`src/rtl/vram_arb_pkg.sv`:
```
// Shared types and default configuration for the VRAM arbiter.
// Anti-starvation guard is selected in vram_arbiter by VRAM_ARB_STARVE_GUARD_EN.
package vram_arb_pkg;

    typedef enum logic [1:0] {
        IDLE = 2'd0,
        DISP = 2'd1,
        WR   = 2'd2
    } state_t;

    localparam int unsigned AW_DEF           = 17;
    localparam int unsigned DW_DEF           = 16;
    localparam int unsigned RD_LAT_DEF       = 2;
    localparam int unsigned STARVE_LIMIT_DEF = 4;
    localparam int unsigned LEN_W            = 4;

endpackage

```
`src/rtl/vram_rd_pipe.sv`:
```
// Read-return tracker: delays each mem_re by RD_LAT cycles to mark returning beats.
// Asynchronous clear drops every beat still in flight.
module vram_rd_pipe
    import vram_arb_pkg::*;
#(
    parameter int unsigned RD_LAT = RD_LAT_DEF
) (
    input  logic clk,
    input  logic nrst,
    input  logic re,
    output logic valid,
    output logic inflight
);

    logic [RD_LAT-1:0] sr_q;

    always_ff @(posedge clk or negedge nrst) begin
        if (!nrst) begin
            sr_q <= '0;
        end else begin
            sr_q[0] <= re;
            for (int unsigned i = 1; i < RD_LAT; i++) begin
                sr_q[i] <= sr_q[i-1];
            end
        end
    end

    assign valid    = sr_q[RD_LAT-1];
    assign inflight = |sr_q;

endmodule

```
`src/rtl/vram_arbiter.sv`:
```
// Two-client VRAM arbiter: display read bursts vs single-word writes, one memory port.
// Define VRAM_ARB_STARVE_GUARD_EN to let a waiting writer preempt after STARVE_LIMIT display grants.
module vram_arbiter
    import vram_arb_pkg::*;
#(
    parameter int unsigned AW           = AW_DEF,
    parameter int unsigned DW           = DW_DEF,
    parameter int unsigned RD_LAT       = RD_LAT_DEF,
    parameter int unsigned STARVE_LIMIT = STARVE_LIMIT_DEF
) (
    input  logic             clk,
    input  logic             nrst,
    input  logic             disp_req,
    input  logic [AW-1:0]    disp_addr,
    input  logic [LEN_W-1:0] disp_len,
    output logic             disp_gnt,
    output logic [DW-1:0]    disp_rdata,
    output logic             disp_rvalid,
    input  logic             wr_req,
    input  logic [AW-1:0]    wr_addr,
    input  logic [DW-1:0]    wr_data,
    output logic             wr_gnt,
    output logic [AW-1:0]    mem_addr,
    output logic [DW-1:0]    mem_wdata,
    output logic             mem_re,
    output logic             mem_we,
    input  logic [DW-1:0]    mem_rdata,
    output logic             busy
);

    localparam int unsigned SW = $clog2(STARVE_LIMIT + 1);

    state_t           state_q, state_d;
    logic [LEN_W-1:0] beats_q;
    logic [AW-1:0]    addr_q;
    logic [DW-1:0]    wdata_q;
    logic             window;
    logic             wr_pick;
    logic             starve_hit;
    logic             inflight;
    logic [SW-1:0]    starve_q;

`ifdef VRAM_ARB_STARVE_GUARD_EN
    localparam bit GUARD_EN = 1'b1;

    // Counts display grants the writer has watched go by; a dropped wr_req forfeits the credit.
    always_ff @(posedge clk or negedge nrst) begin
        if (!nrst) begin
            starve_q <= '0;
        end else if (!wr_req || wr_gnt) begin
            starve_q <= '0;
        end else if (disp_gnt && (starve_q != SW'(STARVE_LIMIT))) begin
            starve_q <= starve_q + SW'(1);
        end
    end
`else
    localparam bit GUARD_EN = 1'b0;

    assign starve_q = '0;
`endif

    assign starve_hit = GUARD_EN && (starve_q == SW'(STARVE_LIMIT));

    always_comb begin
        window   = nrst && ((state_q == IDLE) || (state_q == WR) ||
                            ((state_q == DISP) && (beats_q == '0)));
        wr_pick  = wr_req && (!disp_req || starve_hit);
        disp_gnt = window && disp_req && !wr_pick;
        wr_gnt   = window && wr_pick;

        state_d = state_q;
        if (disp_gnt) begin
            state_d = DISP;
        end else if (wr_gnt) begin
            state_d = WR;
        end else if (window) begin
            state_d = IDLE;
        end
    end

    // beats_q holds beats remaining after the current one, so zero marks the last beat.
    always_ff @(posedge clk or negedge nrst) begin
        if (!nrst) begin
            state_q <= IDLE;
            beats_q <= '0;
            addr_q  <= '0;
            wdata_q <= '0;
        end else begin
            state_q <= state_d;
            if (disp_gnt) begin
                addr_q  <= disp_addr;
                beats_q <= disp_len;
            end else if (wr_gnt) begin
                addr_q  <= wr_addr;
                wdata_q <= wr_data;
                beats_q <= '0;
            end else if ((state_q == DISP) && (beats_q != '0)) begin
                addr_q  <= addr_q + AW'(1);
                beats_q <= beats_q - LEN_W'(1);
            end
        end
    end

    assign mem_re    = (state_q == DISP);
    assign mem_we    = (state_q == WR);
    assign mem_addr  = addr_q;
    assign mem_wdata = wdata_q;

    vram_rd_pipe #(
        .RD_LAT (RD_LAT)
    ) u_rd_pipe (
        .clk      (clk),
        .nrst     (nrst),
        .re       (mem_re),
        .valid    (disp_rvalid),
        .inflight (inflight)
    );

    assign disp_rdata = disp_rvalid ? mem_rdata : '0;
    assign busy       = (state_q != IDLE) || inflight;

endmodule

```
`config.mk`:
```
export PLATFORM = sky130hd
export DESIGN_NAME = vram_arbiter
export DESIGN_NICKNAME = d
export VERILOG_FILES = /design/src/rtl/vram_arb_pkg.sv /design/src/rtl/vram_rd_pipe.sv /design/src/rtl/vram_arbiter.sv
export SDC_FILE = /design/constraint.sdc
export NUM_CORES = 1
export LEC_CHECK = 0
export CAP_MARGIN = 20
export CORE_MARGIN = 8
export CORE_UTILIZATION = 40
export DETAILED_ROUTE_END_ITERATION = 6
export PLACE_DENSITY = 0.81
export SYNTH_ARGS = -nofsm -noshare
export SYNTH_HDL_FRONTEND = slang
export SYNTH_SLANG_ARGS = --single-unit
```
`constraint.sdc`:
```
create_clock -name clk -period 2.9 [get_ports clk]
set_input_delay 0.29 -clock clk [delete_from_list [all_inputs] [get_ports clk]]
set_output_delay 0.29 -clock clk [all_outputs]
set_load 0.01 [all_outputs]
```
* Yosys cells after proc, flatten, opt, wreduce, memory -nomap -nowiden *
Cells that the tools add are included.

cells by class
  equality and inequality tests = 2
  muxes and demuxes = 10
  bitwise logic cells = 1
  reductions and logical operators = 20
  add/subtract/negate cells = 2

operators by type and width
  cell                   number
  $mux 17                3
  $add 17x1->17 const B  1
  $mux 16                1
  $mux 4                 3
  $logic_and 1x1->1      7
  $mux 2                 3
  $reduce_bool 3->1      2
  $logic_not 4->1        1
  $reduce_bool 4->1      1
  $sub 4x1->4 const B    1
  $logic_or 1x1->1       3
  $eq 2x1->1 const B     1
  $eq 2x2->1 const B     1
  $logic_not 1->1        2
  $logic_not 2->1        1
  $reduce_and 2->1       1
  $reduce_bool 2->1      1
  $reduce_or 2->1        1
  $not 1->1              1

word-level totals
  output and inout bits = 55
  logic and storage cells = 40
  input port bits = 74
  bits in registers = 41

* Depth between registers and ports, before layout *
Gate-level depths: netlist of run 1.

  depth after elaboration = 8
  gate-level depth with buffers = 10
  mapped depth without buffers = 9

* Modules after synthesis *
Synthesis of run 1 repeated with hierarchy kept, for this count alone.

unflattened totals
  cell total of the unflattened synthesis = 246
  area total of the unflattened synthesis = 2,422.3 µm²

modules (own cells, without submodules)
  module        cells an instance  seq. area each (µm²)  instances  area an instance (µm²)
  vram_arbiter  243                975.9                 1          2,366.0
  vram_rd_pipe  3                  50.0                  1          56.3

* Worst setup path after synthesis of run 1 *
OpenSTA, ideal clock, no wires.

  kind = flip-flop to output port
  from = register beats_q[0]
  to = output port wr_gnt
  arrival = 1,836 ps
  cell stages (with the launch flop) = 9
  path buffers = 2
  slack = 774 ps
  required time = 2,610 ps
  cells stage by stage = dfrtp_1 > inv_1 > ha_1 > or4b_4 > a21boi_4 > nand2_4 > inv_2 > buf_6 > buf_4

between the ends
  longest elaborated chain between the ends = 5

ends and longest elaborated chain
  what                    line                RTL
  from (decl)             vram_arbiter.sv:34  logic [LEN_W-1:0] beats_q;
  from (signal assigned)  vram_arbiter.sv:92  beats_q <= disp_len;
  from (signal assigned)  vram_arbiter.sv:99  beats_q <= beats_q - LEN_W'(1);
  $logic_not 4->1         vram_arbiter.sv:66  ((state_q == DISP) && (beats_q == '0)));
  $logic_and 1x1->1       vram_arbiter.sv:66
  $logic_or 1x1->1        vram_arbiter.sv:65  window = nrst && ((state_q == IDLE) || (state_q == WR) ||
  $logic_and 1x1->1       vram_arbiter.sv:65
  $logic_and 1x1->1       vram_arbiter.sv:69  wr_gnt = window && wr_pick;
  to (decl)               vram_arbiter.sv:22  output logic wr_gnt,

Every way passes these cells.

* Final worst setup path of run 1 *
  from = register beats_q[0]
  to = output port disp_gnt

between the ends
  longest elaborated chain between the ends = 6

ends and longest elaborated chain
  what                             line                RTL
  $logic_not 4->1                  vram_arbiter.sv:66
  $logic_and 1x1->1                vram_arbiter.sv:66
  $logic_or 1x1->1                 vram_arbiter.sv:65
  $logic_and 1x1->1                vram_arbiter.sv:65
  $logic_and 1x1->1 (2 in series)  vram_arbiter.sv:68  disp_gnt = window && disp_req && !wr_pick;
  to (decl)                        vram_arbiter.sv:16  output logic disp_gnt,

Every way passes these cells.

==> results of run 1 <==
[power groups by stage]
stage | Combinational, mW | Clock, mW | Sequential [mW]
floorplan | 0.817 | 0 | 1.19
global placement | 1.81 | 0 | 1.13
detailed placement | 1.85 | 0 | 1.15
CTS | 1.86 | 0.395 | 1.15
global route | 2.05 | 0.425 | 1.19
finish | 1.87 | 0.391 | 1.15
[cell families after synthesis]
family                   after synthesis  synth area share
XOR/XNOR                               2           0.00706
adder cells (fa/ha/maj)                2            0.0101
AND/OR/NAND/NOR                      136             0.265
AO/OA/AOI/OAI                         88             0.247
flip-flops                            41             0.413
buffers and inverters                 33            0.0575
[final cells by class]
| type | instances | area [µm²] |
|---|---|---|
| flip-flops and latches | 41 | 1030 |
| fillers | 514 | 1950 |
| inverters | 15 | 60.1 |
| well taps | 75 | 93.8 |
| multi-input cells | 229 | 1340 |
| repair buffers | 144 | 1400 |
| clock inverters | 3 | 21.3 |
| clock buffers | 5 | 68.8 |
[Yosys cell counts, types with 3 or more instances]
library cell               instances
sky130_fd_sc_hd__and2_1           17
sky130_fd_sc_hd__nand2b_1          4
sky130_fd_sc_hd__nor2b_1           6
sky130_fd_sc_hd__nand2_1          63
sky130_fd_sc_hd__o32ai_1           3
sky130_fd_sc_hd__o21a_1            6
sky130_fd_sc_hd__a22oi_1          11
sky130_fd_sc_hd__inv_1            13
sky130_fd_sc_hd__buf_2             3
sky130_fd_sc_hd__a31oi_1          12
sky130_fd_sc_hd__nand3_1           4
sky130_fd_sc_hd__o21ai_0          15
sky130_fd_sc_hd__nor3_1            4
sky130_fd_sc_hd__a22o_1            3
sky130_fd_sc_hd__o32a_1            3
sky130_fd_sc_hd__dfrtp_1          41
sky130_fd_sc_hd__a21oi_1          15
sky130_fd_sc_hd__nor4_1            4
sky130_fd_sc_hd__nor2_1           21
sky130_fd_sc_hd__clkbuf_1         12
sky130_fd_sc_hd__o22a_1            5
[worst paths after layout]
path / start / end / slack, ns / depth (start not counted)
worst max-delay path: beats_q[0] / disp_gnt / 0.11 / 6
worst min-delay path: u_rd_pipe.sr_q[0] / u_rd_pipe.sr_q[1] / 0.37 / 0
worst max register to register: beats_q[0] / mem_addr[15] / 0.55 / 10
worst min register to register: u_rd_pipe.sr_q[0] / u_rd_pipe.sr_q[1] / 0.37 / 0
max in group asynchronous: nrst / mem_addr[7] / 1.67 / 3
min in group asynchronous: nrst / mem_wdata[13] / 0.51 / 2
[flip-flops by register name, summed over array words and instances (netlist names)]
register / flops
u_rd_pipe.sr_q: 2
state_q: 2
mem_addr: 17
beats_q: 4
mem_wdata: 16
[metal layers]
metal,part of all wire,up-vias
met5,0,-
met4,0.0051,0
met2,0.49,134
met3,0.10,4
met1,0.40,1277
li1,-,1329
[repair_timing]
| action | CTS | global route |
|---|---|---|
| buffers inserted | 0 | 4 |
| endpoints found under the setup margin | 0 | 2 |
| hold buffers | 1 | 0 |
| hold endpoints to repair | 16 | 0 |
| resized for setup | 0 | 4 |
==> metrics.yaml, run 1 <==
globalRoute.totalOverflow: 0
final_period_minus_worst_setup_slack_ns: 2.79
area.growth.synth_to_final_pct: 61.4
cp-start-kind: "register"
first_iter_violations: 206
numPlacedInstances: 498
layout.cells.most_common: "sky130_fd_sc_hd__clkdlybuf4s50_1"
globalplace.congestion: 0.887
crit_path_cell_chain: "inv_1 > ha_2 > or4b_4 > a21o_1 > clkinvlp_4 > clkdlybuf4s50_1"
floorplan.rows: 28
drt-wirelength-per-cell_um: 16.9
netlist.area_leader.share: 0.413
vias: 2744
total_count_of_hold_check_failures_in_the_final_report: 0
critical_path.max_stage_delay_ns: 0.55
final.setup.worst_slack_ns: 0.114
placement.io_buffers: 128
cts-root-buf: "sky130_fd_sc_hd__clkbuf_8"
cts_sinks: 41
grt_antenna_before_repair: 0
timing_worst_setup_path_type: "reg -> out"
final.period_utilization: 0.961
first_global_vias: 2728
crit_path_max_fanout: 6
timing.slew.headroom: 0.571
antenna-diode-count: 0
combinationalPowerShare: 0.548
syn_area_um2: 2480
worstSkewPairLatency_ns: 0.30
synth.largest_area_cell: "sky130_fd_sc_hd__dfrtp_1"
grtUsageTotal: 0.188
power_density_nw_per_um2: 853
timing.critical_path.to_type: "primary output"
final.setup_skew_ns: 0.00433
main_flop_type_after_synthesis: "sky130_fd_sc_hd__dfrtp_1"
wl_um: 8670
clock_path_buffers: 2
power.static_leakage_nw: 1.69
fp.dieW_um: 94.8
internal-power_mw: 2.04
via_cell_ratio: 5.36
grt_first_pass_wirelength_um: 13800
pin_count_of_the_biggest_net_entering_global_routing: 27
peakVddDrop_mv: 0.507
placeableCoreArea_um2: 5960
maxCapViolCount: 0
postLayoutCoreUtil: 0.673
finalHoldWorstSlack_ns: 0.369
fp.dieH_um: 94.8
busiest_layer: "met2"
setup_viol_count_final: 0
drt_first_pass_iters: 4
category_of_cells_accounting_for_the_largest_share_of_critical_path_delay: "buffers and inverters"
worst_slack_at_placement_ns: 0.382
synth_top_cells_by_area: "sky130_fd_sc_hd__dfrtp_1, sky130_fd_sc_hd__nand2_1, sky130_fd_sc_hd__and2_1, sky130_fd_sc_hd__a22oi_1, sky130_fd_sc_hd__nor2_1"
final_max_slew_viol_count: 0
total_power_mw: 3.42
synth.net_count: 378
critical-path-slowest-cell: "sky130_fd_sc_hd__clkdlybuf4s50_1"
htree_num_levels: 2
synthesis.area_per_instance_um2: 8.22
number_of_placed_i_o_pins: 129
critical_path_buf_inv_count: 3
netlist_instances: 302
yosys_warnings: 0
async_reset_ff_frac: 1.00
yosys_register_bits: 41
mostFrequentLayoutCells: "sky130_fd_sc_hd__clkdlybuf4s50_1, sky130_fd_sc_hd__nand2_1, sky130_fd_sc_hd__dfrtp_1"
status: "finished, final reports clean"
max_clock_freq_mhz: 359
fp.dieArea_um2: 8980
cts_tree: "done"
grt_util_met2: 0.319
power_switching_mw: 1.38
postRouteAntennaNets: 0
clkSlewWorstSetupHoldPaths_ns: 0.09
post_synth_num_cell_types: 50
met3_usage: 0.0635
flop_pwr_share: 0.337
power_frac_clock: 0.114
switching_share: 0.403
globalRouteMet1Util: 0.227
critPathArrivalTime_ns: 2.50
final_layout_size_suffix_gt1_frac: 0.0801
drc: 0
tightest_slew_ns: 0.642
seq_area_frac_synth: 0.413
floorplan.initialDensity: 0.417
design_area_um2: 4010
cts_made_buffers: 5
min_path_type: "reg -> reg"
dpl-instance-area_um2: 3850
fin_tns_setup_ns: 0
synth_enable_flop_cells: 0
nNetsFinal: 512
detailedPlacementHpwl_um: 6540
finalNonFillerCells: 512
worstPathRequired_ns: 2.61
Power figures use the tool's default switching activity.
==> run 2: changes to the inputs <==
--- a/config.mk
+++ b/config.mk
@@ -9,7 +9,7 @@
 export CORE_MARGIN = 8
 export CORE_UTILIZATION = 40
 export DETAILED_ROUTE_END_ITERATION = 6
-export PLACE_DENSITY = 0.81
+export PLACE_DENSITY = 0.91
 export SYNTH_ARGS = -nofsm -noshare
 export SYNTH_HDL_FRONTEND = slang
 export SYNTH_SLANG_ARGS = --single-unit
==> run 2 against run 1 <==
Register-to-register slack lost 0.09 ns. Power shrank 0.73%. Count of clock-buffer cells in the layout grew 1. First-iteration DRC count grew 0.49%.
==> metrics.yaml, run 2 (synthesis gave the netlist of run 1 again) <==
mostFrequentLayoutCells: "sky130_fd_sc_hd__clkdlybuf4s50_1, sky130_fd_sc_hd__nand2_1, sky130_fd_sc_hd__dfrtp_1"
postLayoutCoreUtil: 0.667  # -0.00546
fp.dieW_um: 94.8  # unchanged
crit_path_cell_chain: "inv_1 > ha_2 > or4b_4 > a21boi_4 > nand2_8 > inv_2 > clkdlybuf4s50_1"
critical_path.max_stage_delay_ns: 0.53  # -0.02 ns
crit_path_max_fanout: 22  # +16
critical_path_buf_inv_count: 3  # unchanged
postRouteAntennaNets: 0  # unchanged
fp.dieArea_um2: 8980  # unchanged
min_path_type: "reg -> reg"
maxCapViolCount: 0  # unchanged
placement.io_buffers: 128  # unchanged
setup_viol_count_final: 0  # unchanged
number_of_placed_i_o_pins: 129  # unchanged
final.setup_skew_ns: 0.00808  # +0.00375 ns
layout.cells.most_common: "sky130_fd_sc_hd__clkdlybuf4s50_1"
grtUsageTotal: 0.187  # -0.00152
total_power_mw: 3.39  # -0.73%
vias: 2760  # +0.58%
detailedPlacementHpwl_um: 6580  # +0.50%
worstPathRequired_ns: 2.61  # about the same
first_global_vias: 2800  # +2.6%
worstRegToRegCells: 8  # -2
clkSlewWorstSetupHoldPaths_ns: 0.08  # about the same
antenna-diode-count: 0  # unchanged
max_clock_freq_mhz: 358  # -0.30%
placeableCoreArea_um2: 5960  # unchanged
critical-path-slowest-cell: "sky130_fd_sc_hd__clkdlybuf4s50_1"
first_iter_violations: 207  # +0.49%
globalplace.congestion: 0.871  # -1.9%
worst_slack_at_placement_ns: 0.367  # -0.0149 ns
fp.dieH_um: 94.8  # unchanged
timing.critical_path.to_type: "primary output"
grt_util_met2: 0.314  # -0.00521
globalRouteMet1Util: 0.219  # -0.00773
power_density_nw_per_um2: 854  # about the same
tightest_slew_ns: 0.824  # +0.182 ns
flip_flop_count_of_the_largest_register_all_copies_and_words_added: 17  # unchanged
layout.filler_cells: 500  # -2.7%
timing.slew.headroom: 0.451  # -0.120
final_period_minus_worst_setup_slack_ns: 2.79  # +0.00842 ns
final.period_utilization: 0.964  # +0.00290
total_count_of_hold_check_failures_in_the_final_report: 0  # unchanged
final_max_slew_viol_count: 0  # unchanged
final_layout_size_suffix_gt1_frac: 0.0693  # -0.0108
power.static_leakage_nw: 1.66  # -2.2%
area.growth.synth_to_final_pct: 60.1
met3_usage: 0.0683  # +0.00476
worstSkewPairLatency_ns: 0.29  # about the same
floorplan.rows: 28  # unchanged
nNetsFinal: 509  # -0.59%
busiest_layer: "met2"
cp_num_cells: 7  # +1
area.sequential_um2: 1030  # unchanged
grt_first_pass_wirelength_um: 13600  # -0.95%
htree_num_levels: 2  # unchanged
floorplan.initialDensity: 0.417  # unchanged
peakVddDrop_mv: 0.554  # +9.2%
drt_first_pass_iters: 4  # unchanged
grt_antenna_before_repair: 0  # unchanged
timing_worst_setup_path_type: "reg -> out"
drt-wirelength-per-cell_um: 16.8  # -1.0%
wl_um: 8510  # -1.8%
clock_path_buffers: 2  # unchanged
cts_made_buffers: 5  # unchanged
dpl-instance-area_um2: 3860  # +0.20%
status: "finished, final reports clean"
cts_sinks: 41  # unchanged
design_area_um2: 3980  # -0.81%
cts-root-buf: "sky130_fd_sc_hd__clkbuf_8"
drc: 0  # unchanged
cts_tree: "done"
timing.hold.worst_path_depth: 0  # unchanged
via_cell_ratio: 5.43  # +1.4%
final.setup.worst_slack_ns: 0.105  # -0.00842 ns
cp-start-kind: "register"
critPathArrivalTime_ns: 2.50  # about the same
multi_input_area_um2: 1330  # -0.84%
pin_count_of_the_biggest_net_entering_global_routing: 24  # -11%
category_of_cells_accounting_for_the_largest_share_of_critical_path_delay: "buffers and inverters"
globalRoute.totalOverflow: 0  # unchanged
run 2: what timing repair did:
item	in CTS	in global routing
buffers inserted	0	1
setup endpoints to repair	0	1
gates resized for setup	0	2
hold buffers	1	0
hold endpoints to repair	15	0
run 2: worst paths after layout:
kind | slack, ns | endpoint | start
setup / recovery | 0.11 | wr_gnt | beats_q[0]
hold / removal | 0.39 | u_rd_pipe.sr_q[1] | u_rd_pipe.sr_q[0]
setup reg to reg | 0.46 | beats_q[2] | beats_q[0]
hold reg to reg | 0.39 | u_rd_pipe.sr_q[1] | u_rd_pipe.sr_q[0]
max in group asynchronous | 1.80 | mem_wdata[11] | nrst
min in group asynchronous | 0.52 | mem_addr[4] | nrst
run 2: area by class of cell:
cell class                 count  share of cell area
clock buffer                   6              0.0208
clock inverter                 1             0.00189
inverter                      15              0.0142
multi-input combinational    228               0.333
sequential                    41               0.258
tap                           75              0.0236
timing repair buffer         142               0.348
run 2: metrics by stage:
| step | TNS, ns | hold slack [ns] | std cells |
|---|---|---|---|
| floorplan | 0 | -0.00559 | 302 |
| global placement | 0 | 0.267 | 499 |
| detailed placement | 0 | 0.276 | 499 |
| CTS | 0 | 0.392 | 507 |
| global route | -0.0156 | 0.406 | 508 |
| finish | 0 | 0.388 | 508 |
run 2: worst reg2reg max path, delay by kind of cell, from the launching register on:
kind	cells	cell delay, ns
fa+ha+maj	1	0.22
flops	1	0.38
buf+inv	2	0.35
simple gates	2	0.56
compound gates	3	0.83
run 2: power by group:
part           internal [mW]  switching, mW  total [mW]
Sequential             0.852          0.296        1.15
Combinational           1.01          0.849        1.86
Clock                  0.188          0.197       0.385
Total                   2.05           1.34        3.39
run 2: layer usage:
layer	up-vias	routed length, µm
met5	-	0
met2	152	4120
met4	0	81
met3	13	967
met1	1270	3350
li1	1325	-
